<file path="src/rtl/mux_pkg.sv">
// Shared mode encodings, index typedef and width helper for mux_arb_n.
package mux_pkg;

  localparam logic MODE_SEL = 1'b0;
  localparam logic MODE_RR  = 1'b1;

  // Wide enough to hold any channel index or channel count for range checks
  localparam int unsigned CH_IDX_MAX_W = 16;
  typedef logic [CH_IDX_MAX_W-1:0] ch_idx_t;

  // Index width for v channels, never less than one bit
  function automatic int unsigned clog2(input int unsigned v);
    int unsigned r;
    r = 1;
    while ((32'd1 << r) < v) r++;
    return r;
  endfunction

endpackage

</file>
<file path="src/rtl/rr_pick.sv">
// Rotated priority search: the first requester after ptr (mod N) wins.
module rr_pick
  import mux_pkg::*;
#(
  parameter int unsigned N    = 8,
  parameter int unsigned SELW = clog2(N)
) (
  input  logic [N-1:0]    req,
  input  logic [SELW-1:0] ptr,
  output logic            gnt_vld,
  output logic [SELW-1:0] gnt_idx
);

  logic [SELW-1:0] idx;

  // Scan from the farthest offset down so the nearest requester wins
  always_comb begin
    gnt_vld = 1'b0;
    gnt_idx = '0;
    idx     = '0;
    for (int unsigned k = N; k >= 1; k--) begin
      idx = SELW'((32'(ptr) + k) % N);
      if (req[idx]) begin
        gnt_vld = 1'b1;
        gnt_idx = idx;
      end
    end
  end

endmodule

</file>
<file path="src/rtl/mux_arb_n.sv">
// N-channel W-bit registered mux with valid/ready handshakes; explicit select or
// round-robin arbitration. Define MUX_PARITY_EN to add the registered out_par port.
module mux_arb_n
  import mux_pkg::*;
#(
  parameter  int unsigned N    = 8,
  parameter  int unsigned W    = 8,
  localparam int unsigned SELW = clog2(N)
) (
  input  logic            clk,
  input  logic            rst,
  input  logic            mode,
  input  logic [SELW-1:0] sel,
  input  logic [N-1:0]    in_valid,
  output logic [N-1:0]    in_ready,
  input  logic [N*W-1:0]  in_data,
  output logic            out_valid,
  input  logic            out_ready,
  output logic [W-1:0]    out_data,
  output logic [SELW-1:0] out_ch
`ifdef MUX_PARITY_EN
  ,
  output logic            out_par
`endif
);

  localparam int unsigned NPAD = 32'd1 << SELW;

  logic [SELW-1:0] rr_ptr;
  logic [NPAD-1:0] valid_pad;
  logic            ld_c;
  logic            sel_vld_c;
  logic            rr_vld_c;
  logic [SELW-1:0] rr_idx_c;
  logic            gnt_vld_c;
  logic [SELW-1:0] gnt_idx_c;
  logic            gnt_c;
  logic [W-1:0]    gnt_data_c;

  rr_pick #(.N(N), .SELW(SELW)) u_rr_pick (
    .req     (in_valid),
    .ptr     (rr_ptr),
    .gnt_vld (rr_vld_c),
    .gnt_idx (rr_idx_c)
  );

  // Zero-padded valid vector so out-of-range select values read as idle
  assign valid_pad = NPAD'(in_valid);
  assign sel_vld_c = (ch_idx_t'(sel) < ch_idx_t'(N)) && valid_pad[sel];

  // Grant selection, handshake and data steering
  always_comb begin
    ld_c       = !out_valid || out_ready;
    gnt_vld_c  = sel_vld_c;
    gnt_idx_c  = sel;
    gnt_data_c = '0;
    in_ready   = '0;
    if (mode == MODE_RR) begin
      gnt_vld_c = rr_vld_c;
      gnt_idx_c = rr_idx_c;
    end
    gnt_c = ld_c && gnt_vld_c;
    for (int unsigned i = 0; i < N; i++) begin
      if (SELW'(i) == gnt_idx_c) gnt_data_c = in_data[i*W +: W];
    end
    // No handshake is offered while the block is held in reset
    if (gnt_c && rst) in_ready = N'(1) << gnt_idx_c;
  end

  // Output register and round-robin pointer; hold everything under back-pressure
  always_ff @(posedge clk or negedge rst) begin
    if (!rst) begin
      out_valid <= 1'b0;
      out_data  <= '0;
      out_ch    <= '0;
      rr_ptr    <= SELW'(N - 1);
`ifdef MUX_PARITY_EN
      out_par   <= 1'b0;
`endif
    end else if (ld_c) begin
      out_valid <= gnt_vld_c;
      if (gnt_vld_c) begin
        out_data <= gnt_data_c;
        out_ch   <= gnt_idx_c;
        rr_ptr   <= gnt_idx_c;
`ifdef MUX_PARITY_EN
        out_par  <= ^gnt_data_c;
`endif
      end
    end
  end

endmodule

</file>
<file path="config.mk">
export PLATFORM = sky130hd
export DESIGN_NAME = mux_arb_n
export DESIGN_NICKNAME = d
export VERILOG_FILES = /design/src/rtl/mux_pkg.sv /design/src/rtl/rr_pick.sv /design/src/rtl/mux_arb_n.sv
export SDC_FILE = /design/constraint.sdc
export NUM_CORES = 1
export LEC_CHECK = 0
export ABC_CLOCK_PERIOD_IN_PS = 7450
export CORE_UTILIZATION = 44
export CTS_CLUSTER_SIZE = 12
export DETAILED_ROUTE_END_ITERATION = 10
export HOLD_SLACK_MARGIN = 0.06
export PLACE_DENSITY_LB_ADDON = 0.25
export SYNTH_ARGS = -nofsm -noshare
export SYNTH_HDL_FRONTEND = slang
export SYNTH_HIERARCHICAL = 1
export SYNTH_SLANG_ARGS = --single-unit
</file>
<file path="constraint.sdc">
create_clock -name clk -period 7.45 [get_ports clk]
set_clock_uncertainty 0.1 [all_clocks]
set_input_delay 2.235 -clock clk [delete_from_list [all_inputs] [get_ports clk]]
set_output_delay 2.235 -clock clk [all_outputs]
set_load 0.005 [all_outputs]
</file>
==> impl_metrics.yaml <==
status:
  status: "completed"
layout:
  fin_util_pct: 71.8
  area_growth_pct: 58.0
  num-fill-cells: 403
  nets: 472
  seq_area_sq_um: 379
  multi_input_area_sq_mm: 0.00184
  drive_above_1_share_pct: 23.1
  n_antenna_cell: 0
critical_path:
  cp.depth: 12
  cp_num_buf_inv: 4
  critPathTopFamily: "buffers and inverters"
  worst_path_largest_cell_delay_ps: 500
  setup.worst_path.end: "in_ready[7]"
  critPathKind: "in2out"
  r2r_slack_ps: 2830
  crit_path_cell_trace: "dlygate4sd2_1 -> mux4_2 -> buf_4 -> mux2_2 -> a221oi_2 -> o211ai_1 -> nand3_2 -> mux2i_4 -> nand4b_1 -> buf_4 -> nor3_2 -> dlygate4sd2_1"
  crit_path_start: "in_valid[6]"
  crit_slowest_cell: "mux4_2"
  reg2reg_to: "out_data[7]"
  r2r_start: "rr_ptr[0]"
  cp_data_required_time_ps: 5120
  end_kind: "output port"
  crit_fanout: 5
  arrival_ps: 4890
  reg2reg_depth: 13
  start_kind: "primary input"
sta:
  rsz0062_at_grt: "no"
  post-route-period-util_pct: 97.0
  relSlewSlack_pct: 43.3
  worst_pin_slew_ps: 850
  hold_viol: 0
  drv_slew: 0
  fmax_mhz: 138
  tns_ps: 0
  min_period_ps: 7230
  fin_ws_ps: 220
  setup_violations: 0
cts:
  numCtsBuffers: 3
  clock-root-buffer: "clkbuf_8"
  cts_buffer_depth: 2
  cts_max_level: 1
  path_clk_slew_ps: 60
  clkLatencyLatePin_ps: 250
  cts_tree: "done"
  cts.sinks: 15
power_and_ir_drop:
  peakVddDrop_uv: 365
  p_leak_nw: 1.62
  power.density_mw_per_mm2: 537
  finalPower_w: 0.00197
detailed_routing:
  antenna_left: 0
  drtIter0Drc: 307
  vias: 2806
  routed_wirelength_mm: 8.18
  drc_errors: 0
  wl_per_cell_um: 17.8
  viasPerCell: 6.10
  drtPass1Iterations: 5
floorplan:
  dieHeight_um: 74.6
  ios: 99
  fp.coreArea_sq_mm: 0.00511
  dieArea_sq_mm: 0.00557
  die_w_um: 74.6
  initial_utilization_pct: 45.4
  row_count: 26
grt:
  grt_antenna_before_repair: 0
  grt_max_degree: 25
  grt_util_all_layers_pct: 29.0
  grt_overflow_total: 0
  grt_pass1_wl_mm: 12.5
  grt_pass1_vias: 2546
synth:
  ys_types: 51
  synthTopCellsByArea: "dfrtp_1 13%, mux2_2 8.3%, mux4_2 7.8%, mux2i_1 6.5%, a21oi_1 6.3%"
  yosysMostFrequentCell: "a21oi_1"
  synth_top_area_cell: "dfrtp_1"
  synthCells: 272
  netlist_area_sq_mm: 0.00232
  synth_commonest_cells: "29 x a21oi_1, 17 x mux2_2, 15 x a21o_1, 15 x mux2i_1, 14 x nand2_1"
  syn_avg_cell_area_sq_um: 8.53
  ys_warn_count: 6
  synthArstFlopShare_pct: 100
  synth_fp_nets: 353
  synth_top_area_share_pct: 12.9
  synth_edf_count: 0
  ys.flop_type: "dfrtp_1"
  yosysSeqAreaShare_pct: 16.3
  ys_ff_latch: 15
min_path:
  hold_path.class: "reg2reg"
place:
  gp_congestion: 0.917
  dpl_worst_slack_ps: -245
  numPortBuffers: 98
  place.detailed.hpwl_mm: 6.31
run:
  cap_violations: 0
## state kept, by name, indices dropped and copies added (netlist names)
signal and flops:
out_ch 3, out_data 8, out_valid 1, rr_ptr 3
## kinds of logic (layout without fill, tap and decap cells)
group | after synthesis | in the layout | synth area share (%)
fa+ha+maj | 2 | 2 | 1.08
mux | 45 | 45 | 25.6
compound gates | 122 | 122 | 36.4
buf+inv | 31 | 149 | 7.44
flops | 15 | 15 | 16.3
xor+xnor | 3 | 3 | 1.13
simple gates | 54 | 54 | 12.0
## worst min-delay path by stage
stage	startpoint	endpoint	slack, ps	cells past startpoint
after floorplan	out_data[0]	out_data[0]	370	2
after global placement	out_data[4]	out_data[4]	370	2
after detailed placement	out_ch[1]	out_ch[1]	370	1
after CTS	out_ch[0]	out_ch[0]	380	1
after global routing	out_ch[0]	out_ch[0]	420	1
final	out_ch[0]	out_ch[0]	380	1
## placed cells by master (no fill, tap or decap), drive strengths merged, types with 2 or more instances in the layout
cell / count
a211oi: 11
a21o: 15
a21oi: 30
a221oi: 10
a2bb2oi: 8
a311oi: 8
a31oi: 3
and3: 2
buf: 40
clkbuf: 3
clkdlybuf4s50: 82
dfrtp: 12
dfstp: 3
dlygate4sd2: 9
dlymetal6s2s: 7
ha: 2
inv: 7
mux2: 21
mux2i: 16
mux4: 8
nand2: 14
nand2b: 6
nand3: 4
nor2: 7
nor3: 11
o211ai: 9
o21ai: 13
o31ai: 9
or3: 2
xor2: 2
## per-layer routing
layer  GRT usage, %  vias up  routed length [um]
li1               -     1328                   -
met1           42.8     1346                3730
met2           45.4      126                3860
met3           3.48        6                 517
met4           6.29        0                  72
met5              0        -                   0
## timing repair
item                       in CTS  in global routing
pin swaps                       2                  5
hold buffers                    0                  0
gates resized for setup        14                 15
setup buffers                   4                  3
setup endpoints to repair       8                  8
## where the power goes
part / total (W) / switching, W / internal, W
Combinational: 0.00172 / 0.000868 / 0.000849
Sequential: 0.000185 / 0.0000577 / 0.000127
Clock: 0.0000664 / 0.0000293 / 0.0000370
## per-stage QoR
| step | instances | instance area [sq um] | hold WS [ps] |
|---|---|---|---|
| 2_1_floorplan | 272 | 2320 | 373 |
| 3_3_place_gp | 449 | 3490 | 365 |
| 3_5_place_dp | 449 | 3490 | 369 |
| 4_1_cts | 457 | 3580 | 385 |
| 5_1_grt | 460 | 3670 | 417 |
| 6_report | 460 | 3670 | 381 |
## area by class of cell
type,count,share of cell area [%]
inverter,7,0.717
clock inverter,1,0.137
sequential,15,10.3
tap,70,2.39
multi-input combinational,226,50.2
clock buffer,3,1.13
timing repair buffer,138,35.1
(Power assumes the default switching activity.)
